--- config.mk ---
export PLATFORM = sky130hd
export DESIGN_NAME = n_bit_alu_seq_flat
export DESIGN_NICKNAME = d
export VERILOG_FILES = /design/src/rtl/n_bit_alu_seq_if.sv /design/src/rtl/n_bit_alu_seq.sv /design/src/flat_wrapper.sv
export SDC_FILE = /design/constraint.sdc
export NUM_CORES = 1
export LEC_CHECK = 0
export BUFFER_PORTS_ARGS = -buffer_cell sky130_fd_sc_hd__buf_2
export CAP_MARGIN = 20
export CORE_AREA = 2 2 228 230
export DETAILED_ROUTE_END_ITERATION = 7
export DIE_AREA = 0 0 230 232
export PLACE_DENSITY = 0.66
export SLEW_MARGIN = 20
export SYNTH_ARGS = -nofsm -noshare
export SYNTH_HDL_FRONTEND = slang
export SYNTH_SLANG_ARGS = --single-unit
--- constraint.sdc ---
create_clock -name clk -period 3.8 [get_ports clk]
set_input_delay 0.76 -clock clk [delete_from_list [all_inputs] [get_ports clk]]
set_output_delay 0.76 -clock clk [all_outputs]
set_load 0.005 [all_outputs]
--- src/rtl/n_bit_alu_seq_if.sv ---
// Operand/result bundle between the issue stage, the sequential ALU and writeback.
// Latency: none (wires only); timing is set by the ALU that owns the slave side.
// Backpressure: in_valid/in_ready on the request side, out_valid/out_ready on the result side.
// Ports: in_valid, in_ready, A, B, control (request); out_valid, out_ready,
//        ALU_Result, zero, carry, overflow, negative (result).
interface n_bit_alu_seq_if #(
    parameter int n = 32
);
    logic         in_valid;
    logic         in_ready;
    logic [n-1:0] A;
    logic [n-1:0] B;
    logic [3:0]   control;
    logic         out_valid;
    logic         out_ready;
    logic [n-1:0] ALU_Result;
    logic         zero;
    logic         carry;
    logic         overflow;
    logic         negative;

    // Upstream issue stage / downstream writeback view.
    modport master (
        output in_valid, A, B, control, out_ready,
        input  in_ready, out_valid, ALU_Result, zero, carry, overflow, negative
    );

    // ALU view.
    modport slave (
        input  in_valid, A, B, control, out_ready,
        output in_ready, out_valid, ALU_Result, zero, carry, overflow, negative
    );
endinterface

--- src/rtl/n_bit_alu_seq.sv ---
// Sequential n-bit ALU: one operation at a time, registered result plus zero/carry/overflow/negative.
// Latency: 1 cycle for single-cycle opcodes, n+1 cycles for MUL (n shift-add iterations).
// Backpressure: result held stable in HOLD until out_ready; in_ready low while busy or holding.
// Ports: clk, rst_n (async, active low); bus = n_bit_alu_seq_if.slave carrying the
//        request handshake/operands and the result handshake/flags.
module n_bit_alu_seq #(
    parameter int n = 32
) (
    input  logic           clk,
    input  logic           rst_n,
    n_bit_alu_seq_if.slave bus
);
    localparam int LW = $clog2(n);

    localparam logic [3:0] OP_ADD  = 4'b0000;
    localparam logic [3:0] OP_SUB  = 4'b0001;
    localparam logic [3:0] OP_AND  = 4'b0010;
    localparam logic [3:0] OP_OR   = 4'b0011;
    localparam logic [3:0] OP_XOR  = 4'b0100;
    localparam logic [3:0] OP_NOR  = 4'b0101;
    localparam logic [3:0] OP_SLL  = 4'b0110;
    localparam logic [3:0] OP_SRL  = 4'b0111;
    localparam logic [3:0] OP_SRA  = 4'b1000;
    localparam logic [3:0] OP_SLT  = 4'b1001;
    localparam logic [3:0] OP_SLTU = 4'b1010;
    localparam logic [3:0] OP_MUL  = 4'b1011;

    typedef enum logic [1:0] {S_IDLE, S_MUL, S_HOLD} state_t;

    state_t         state_q;
    logic [2*n-1:0] mcand_q;
    logic [2*n-1:0] acc_q;
    logic [n-1:0]   mplier_q;
    logic [LW-1:0]  count_q;
    logic [n-1:0]   result_q;
    logic           zero_q;
    logic           carry_q;
    logic           overflow_q;
    logic           negative_q;
    logic           out_valid_q;

    logic [n-1:0]   res_d;
    logic           carry_d;
    logic           overflow_d;
    logic [n:0]     sum_d;
    logic [LW-1:0]  shamt_d;
    logic [2*n-1:0] acc_d;

    // Single-cycle datapath, evaluated straight off the live operands; it is
    // only captured on the accept edge, so later operand changes are harmless.
    always_comb begin
        res_d      = '0;
        carry_d    = 1'b0;
        overflow_d = 1'b0;
        sum_d      = '0;
        shamt_d    = bus.B[LW-1:0];
        case (bus.control)
            OP_ADD: begin
                sum_d      = {1'b0, bus.A} + {1'b0, bus.B};
                res_d      = sum_d[n-1:0];
                carry_d    = sum_d[n];
                overflow_d = (bus.A[n-1] == bus.B[n-1]) && (res_d[n-1] != bus.A[n-1]);
            end
            OP_SUB: begin
                res_d      = bus.A - bus.B;
                carry_d    = (bus.A >= bus.B);
                overflow_d = (bus.A[n-1] != bus.B[n-1]) && (res_d[n-1] != bus.A[n-1]);
            end
            OP_AND:  res_d = bus.A & bus.B;
            OP_OR:   res_d = bus.A | bus.B;
            OP_XOR:  res_d = bus.A ^ bus.B;
            OP_NOR:  res_d = ~(bus.A | bus.B);
            OP_SLL:  res_d = bus.A << shamt_d;
            OP_SRL:  res_d = bus.A >> shamt_d;
            OP_SRA:  res_d = $unsigned($signed(bus.A) >>> shamt_d);
            OP_SLT:  res_d = {{(n-1){1'b0}}, ($signed(bus.A) < $signed(bus.B))};
            OP_SLTU: res_d = {{(n-1){1'b0}}, (bus.A < bus.B)};
            default: res_d = '0;  // illegal opcodes (and MUL, which takes the iterative path)
        endcase
    end

    // One shift-add step; the full 2n-bit accumulator keeps the high product
    // bits so the MUL carry (unsigned overflow) falls out directly.
    assign acc_d = mplier_q[0] ? (acc_q + mcand_q) : acc_q;

    always_ff @(posedge clk or negedge rst_n) begin
        if (!rst_n) begin
            state_q     <= S_IDLE;
            mcand_q     <= '0;
            acc_q       <= '0;
            mplier_q    <= '0;
            count_q     <= '0;
            result_q    <= '0;
            zero_q      <= 1'b0;
            carry_q     <= 1'b0;
            overflow_q  <= 1'b0;
            negative_q  <= 1'b0;
            out_valid_q <= 1'b0;
        end else begin
            case (state_q)
                S_IDLE: begin
                    if (bus.in_valid) begin
                        if (bus.control == OP_MUL) begin
                            mcand_q  <= {{n{1'b0}}, bus.A};
                            mplier_q <= bus.B;
                            count_q  <= '0;
                            acc_q    <= '0;
                            state_q  <= S_MUL;
                        end else begin
                            result_q    <= res_d;
                            zero_q      <= (res_d == '0);
                            carry_q     <= carry_d;
                            overflow_q  <= overflow_d;
                            negative_q  <= res_d[n-1];
                            out_valid_q <= 1'b1;
                            state_q     <= S_HOLD;
                        end
                    end
                end
                S_MUL: begin
                    acc_q    <= acc_d;
                    mcand_q  <= mcand_q << 1;
                    mplier_q <= mplier_q >> 1;
                    count_q  <= count_q + 1'b1;
                    // Last of the n iterations: publish the product this edge.
                    if (count_q == LW'(n - 1)) begin
                        result_q    <= acc_d[n-1:0];
                        zero_q      <= (acc_d[n-1:0] == '0);
                        carry_q     <= |acc_d[2*n-1:n];
                        overflow_q  <= 1'b0;
                        negative_q  <= acc_d[n-1];
                        out_valid_q <= 1'b1;
                        state_q     <= S_HOLD;
                    end
                end
                S_HOLD: begin
                    if (bus.out_ready) begin
                        out_valid_q <= 1'b0;
                        state_q     <= S_IDLE;
                    end
                end
                default: state_q <= S_IDLE;
            endcase
        end
    end

    // Gated by rst_n so the issue stage sees "not ready" for the whole reset window
    // and "ready" as soon as reset lets go.
    assign bus.in_ready   = rst_n && (state_q == S_IDLE);
    assign bus.out_valid  = out_valid_q;
    assign bus.ALU_Result = result_q;
    assign bus.zero       = zero_q;
    assign bus.carry      = carry_q;
    assign bus.overflow   = overflow_q;
    assign bus.negative   = negative_q;
endmodule

--- src/flat_wrapper.sv ---
// flat-port wrapper written by rule: the top's interface ports become plain ports
module n_bit_alu_seq_flat 
#(
    parameter int n = 32
)
  (clk, rst_n, bus_in_valid, bus_A, bus_B, bus_control, bus_out_ready, bus_in_ready, bus_out_valid, bus_ALU_Result, bus_zero, bus_carry, bus_overflow, bus_negative);
  n_bit_alu_seq_if #(.n(n)) bus_i ();
  input  logic clk;
  input  logic rst_n;
  input wire logic [$bits(bus_i.in_valid)-1:0] bus_in_valid;
  input wire logic [$bits(bus_i.A)-1:0] bus_A;
  input wire logic [$bits(bus_i.B)-1:0] bus_B;
  input wire logic [$bits(bus_i.control)-1:0] bus_control;
  input wire logic [$bits(bus_i.out_ready)-1:0] bus_out_ready;
  output wire logic [$bits(bus_i.in_ready)-1:0] bus_in_ready;
  output wire logic [$bits(bus_i.out_valid)-1:0] bus_out_valid;
  output wire logic [$bits(bus_i.ALU_Result)-1:0] bus_ALU_Result;
  output wire logic [$bits(bus_i.zero)-1:0] bus_zero;
  output wire logic [$bits(bus_i.carry)-1:0] bus_carry;
  output wire logic [$bits(bus_i.overflow)-1:0] bus_overflow;
  output wire logic [$bits(bus_i.negative)-1:0] bus_negative;
  assign bus_i.in_valid = bus_in_valid;
  assign bus_i.A = bus_A;
  assign bus_i.B = bus_B;
  assign bus_i.control = bus_control;
  assign bus_i.out_ready = bus_out_ready;
  assign bus_in_ready = bus_i.in_ready;
  assign bus_out_valid = bus_i.out_valid;
  assign bus_ALU_Result = bus_i.ALU_Result;
  assign bus_zero = bus_i.zero;
  assign bus_carry = bus_i.carry;
  assign bus_overflow = bus_i.overflow;
  assign bus_negative = bus_i.negative;
  n_bit_alu_seq #(.n(n)) u_core (.clk(clk), .rst_n(rst_n), .bus(bus_i));
endmodule
Yosys cells after proc, flatten, opt, wreduce, memory -nomap -nowiden
Index checks and enable logic that the tools add are counted.
Word-level totals
  flip-flop bits (word level): 204
  input port bits: 72
  logic and storage cells: 108
  output and inout port bits: 38
Cells by class
  shift operators: 3
  equality and inequality tests: 23
  bitwise operators: 4
  add/sub/neg operators: 4
  reductions and logical operators: 14
  multiplexer cells: 46
  magnitude comparators: 3
Operator list (number)
  one-hot mux 32 bit (11 select lines): 1
  two-way mux 64 bit: 5
  one-hot mux 64 bit (2 select lines): 2
  two-way mux 32 bit: 5
  one-hot mux 32 bit (2 select lines): 2
  adder 64 bit: 1
  zero test 32 bit: 2
  less-than comparator 32 bit: 2
  adder 32 x 32 -> 33 bit: 1
  bitwise AND 32 bit: 1
  >= comparator 32 bit: 1
  NOT 32 bit: 1
  bitwise OR 32 bit: 1
  OR reduction 32 bit: 1
  left shift 32 x 5 -> 32 bit: 1
  right shift 32 x 5 -> 32 bit: 1
  >>> shifter 32 x 5 -> 32 bit: 1
  subtractor 32 bit: 1
  XOR 32 bit: 1
  == test 4 x 3 -> 1 bit, second input constant: 4
  == test 4 bit, second input constant: 4
  two-way mux 1 bit: 16
  one-hot mux 1 bit (2 select lines): 6
  two-way mux 5 bit: 2
  other kinds (22): 34

Logic depth before layout (Yosys ltp)
  depth in word-level cells: 7
  depth in mapped cells: 18
  gate-level depth less buffers: 16

Worst setup path before layout
OpenSTA, ideal clock, no wires.
  path type: input -> register
  start point: in bus_B[1]
  end point: reg u_core.zero_q (netlist: u_core.bus.zero)
  cell stages on the path: 18
  library setup time: 0.080 ns
  setup slack: -1.174 ns
  arrival time: 4.894 ns
  required time: 3.720 ns
  buffers on the path: 4
  path through: buf_2 > inv_2 > buf_2 > buf_1 > buf_2 > ha_1 > o21bai_1 > nand2_1 > a211oi_1 > nor3_1 > o31a_1 > o31ai_1 > nor3_1 > a2111oi_1 > nand2_1 > or4bb_1 > or4_1 > o211ai_2
On the way
  cells in the longest elaborated chain, start to end: 7
  elaborated cells between the ends (all ways): 16
  classes of those cells: add/sub: 2; order compare: 2; shift: 3; mux: 4; bitwise: 4; reduce/logical: 1
RTL lines
  start: declaration: RTL line flat_wrapper.sv:12  | input wire logic [$bits(bus_i.B)-1:0] bus_B;
  parallel branches: the longest is 2 deep, another holds subtractor 32 bit
  one-hot mux 32 bit (11 select lines) *: RTL line n_bit_alu_seq.sv:57  | case (bus.control)
  zero test 32 bit *: RTL line n_bit_alu_seq.sv:111  | zero_q <= (res_d == '0);
  two-way mux 1 bit *: RTL line n_bit_alu_seq.sv:103  | if (bus.control == OP_MUL) begin
  two-way mux 1 bit *: RTL line n_bit_alu_seq.sv:102  | if (bus.in_valid) begin
  one-hot mux 1 bit (2 select lines) *: RTL line n_bit_alu_seq.sv:100  | case (state_q)
  end signal: assignment: RTL line n_bit_alu_seq.sv:111
  end signal: assignment: RTL line n_bit_alu_seq.sv:128  | zero_q <= (acc_d[n-1:0] == '0);
  end: declaration: RTL line n_bit_alu_seq.sv:36  | logic zero_q;
Every way passes the cells marked *. The select of a mux whose other input is x is not followed.
A chain may end at the register's enable or synchronous reset.

Worst setup path in the final report
  start point: in bus_B[2]
  end point: reg u_core.zero_q (netlist: u_core.bus.zero)
The elaborated chain is that of the path after synthesis.

==> results.yml <==
global_routing:
  grt_pass1_vias: 29220
  antenna_found_initial: 6
  grt.overflow.total: 0
  grt_use_total_pct: 44.75
  top_usage_layer: "met2"
  grt_pass1_wl_um: 181200
  use_met1_pct: 53.04
  use_met3_pct: 9.050
  grt_max_degree: 140
  gr-usage-met2_pct: 71.00
clock_tree:
  clkTransAtPathRegs_ns: 0.06
  clock-root-buffer: "clkbuf_16"
  cts.path.max_buffers: 3
  worstSkewPairLatency_ns: 0.61
  cts_tree: "done"
  holdBufCountCts: 0
  clock_sinks: 203
  numCtsBuffers: 26
  htree_levels: 1
finish:
  final_layout_size_suffix_gt1_share_pct: 34.23
  fin_nets: 4089
  n_fill_cell: 4443
  fin_util_pct: 64.75
  multiInputGateArea_um2: 18180
  finalInstanceArea_um2: 32950
  areaGrowthSynthToFinish_pct: 38.50
  register_area_um2: 5091
sta:
  slew_headroom_pct: 41.18
  skew_ns: 0.03742
  rsz0062_at_grt: "true"
  timing.final.crit_period_ns: 4.046
  slew_viol_final: 0
  setup_violations: 2
  min_period_over_period_pct: 106.5
  fmaxAchievable_mhz: 247.1
  worstMarginPinSlew_ns: 0.8822
  final.setup.worst_slack_ns: -0.2464
  hold_viol: 0
job:
  max-cap-violations: 0
synth:
  synth_most_common_cell: "nand2_1"
  yosys_most_used_dff: "dfrtp_1"
  yosysTopAreaCell: "dfrtp_1"
  syn_area_per_cell_um2: 7.775
  synth_cell_types: 94
  syn_inst: 3060
  synth_area_leaders: "dfrtp_1, ha_1, o21ai_0"
  ys_warn_count: 0
  synth.net_count: 3304
  ys_ff_latch: 203
  ys_top_cells_by_count: "nand2_1, o21ai_0, nor2_1"
  synthArstFlopShare_pct: 100.0
  synth_seq_area_share_pct: 21.35
  synth_edf_count: 0
  synth_area_um2: 23790
  synth_top_area_share_pct: 21.35
worst_setup_path:
  crit_arrival_ns: 4.55
  worst-path-buf-inv: 4
  crit_type: "input pin to register"
  cp_common_cell: "buf_4"
  cp_data_required_time_ns: 4.30
  cp_cell_sequence: "buf_4 > buf_12 > buf_4 > mux2i_2 > o22ai_1 > a211oi_2 > o22ai_1 > or3_4 > a221oi_4 > o211ai_1 > or3_4 > nor4_4 > buf_4 > nand4_1 > or4_4 > o211ai_2"
  setup.worst_path.start_class: "input pin"
  cp_slowest_cell: "or3_4"
  cpPeakStageDelay_ns: 0.44
  path_delay_family: "simple AND/OR/NAND/NOR gates"
  path_max_fanout: 14
  crit_path_end_kind: "register"
pwr:
  p_per_area_nw_per_um2: 496.2
  worst_ir_drop_vdd_mv: 0.3941
  p_leak_nw: 15.26
die:
  start_util_pct: 46.75
  fp.dieH_um: 232
  die_area_um2: 53360
  rows: 83
  die_x_um: 230
  design.core.area_um2: 50890
  ioPinCount: 110
detailed_routing:
  ant_nets: 0
  firstDrtPassIters: 8
  finalWirelength_um: 124200
  drt-initial-drc-count: 3745
  vias_per_cell: 6.590
  route.detailed.drc: 0
  wire_per_inst_um: 27.31
  via_count: 29960
worst_hold_path:
  hold_path.class: "input pin to asynchronous set/reset pin"
placed_design:
  gp_routability_congestion: 1.099
  io_buffer_count: 109
  hpwlAfterDp_um: 97760
  dpl_cell_area_um2: 30940
outcome:
  violations: "setup timing"
  status: "finished with violations"
## placed cells by master (no fill, tap or decap), drive strengths merged, types with 13 or more instances in the layout
cell / n
a2111oi: 13
a211o: 18
a211oi: 44
a21boi: 13
a21o: 44
a21oi: 224
a221o: 17
a221oi: 35
a22o: 53
a22oi: 148
a31oi: 25
and2: 16
and3: 17
buf: 1008
clkbuf: 38
dfrtp: 203
ha: 169
inv: 110
mux2: 62
mux2i: 90
mux4: 31
nand2: 300
nand2b: 29
nand3: 48
nand4: 42
nor2: 240
nor2b: 36
nor3: 60
nor4: 29
o211ai: 47
o21a: 22
o21ai: 287
o21bai: 22
o221ai: 15
o22ai: 36
o31ai: 23
or2: 15
or3: 13
xnor2: 42
xor2: 19
## path summary, 6_finish.rpt
kind | from | to | slack, ns | cells after the start
worst min register to register | u_core.bus.ALU_Result[7] | u_core.bus.ALU_Result[7] | 0.47 | 2
worst max-delay path | bus_B[2] | u_core.bus.zero | -0.25 | 16
worst max register to register | u_core.mcand_q[0] | u_core.bus.zero | -0.18 | 15
max in group asynchronous | rst_n | u_core.acc_q[17] | 2.44 | 2
worst min-delay path | rst_n | u_core.bus.ALU_Result[22] | 0.12 | 1
min in group clk | u_core.bus.ALU_Result[7] | u_core.bus.ALU_Result[7] | 0.47 | 2
## layer usage
| metal | up-vias | share of wire, % |
|---|---|---|
| li1 | 13140 | - |
| met1 | 14360 | 37 |
| met2 | 1876 | 44 |
| met3 | 578 | 9.4 |
| met4 | 4 | 9.7 |
| met5 | - | 0.019 |
## sequential cells by signal, indices dropped and copies added, names as in the netlist
signal / flops
u_core.mplier_q: 32
u_core.bus.ALU_Result: 32
u_core.bus.overflow: 1
u_core.bus.zero: 1
u_core.mcand_q: 64
u_core.bus.carry: 1
u_core.acc_q: 64
u_core.state_q: 2
u_core.bus.out_valid: 1
u_core.count_q: 5
## worst reg2reg max path: cells and delay by family, from the launching register on
family / cells / cell delay (ns)
AND/OR/NAND/NOR: 5 / 1.31
AO/OA/AOI/OAI: 4 / 0.82
adder cells (fa/ha/maj): 2 / 0.60
flip-flops: 1 / 0.50
buffers and inverters: 2 / 0.30
multiplexers: 1 / 0.28
XOR/XNOR: 1 / 0.08
## cell type report
class                           instances  area share (%)
Multi-Input combinational cell       2496           55.16
Tap cell                              680           2.582
Inverter                              107           1.234
Timing Repair Buffer                 1011           22.88
Clock inverter                         13          0.4443
Sequential cell                       203           15.45
Clock buffer                           35           2.229
Antenna cell                            2         0.01519
## through the flow
step	setup slack, ns	setup TNS (ns)	hold WS (ns)	instances	power, mW
after global placement	-1.271	-10.36	0.4574	4464	12.59
after global routing	-0.3441	-0.5322	0.1592	4545	17.16
final	-0.2464	-0.3955	0.1207	4547	16.35
after CTS	-0.1762	-0.3366	0.1273	4530	15.88
after floorplan	-0.5612	-0.6766	0.4644	3060	8.162
after detailed placement	-1.331	-12.62	0.4647	4464	12.79
## what timing repair did
item | in CTS | in global routing
cloned | 0 | 1
buffers inserted | 19 | 14
pin swaps | 48 | 28
hold endpoints to repair | 0 | 0
setup endpoints to repair | 9 | 12
resized for setup | 106 | 74
## kinds of logic after synthesis
logic type	share of synthesized area, %
AOI/OAI and AO/OA	33.52
xor gates and xnor gates	2.246
muxes	9.687
and+or+nand+nor	17.81
adders and majority gates	9.140
DFF	21.35
buffers and inverters	6.248
## report_power, final
part | switching, mW | total, mW | internal [mW]
combinational | 5.84 | 10.7 | 4.84
sequential | 0.447 | 3.06 | 2.61
clock | 1.11 | 2.61 | 1.50
Note: power is estimated with default switching activity, not from simulation.
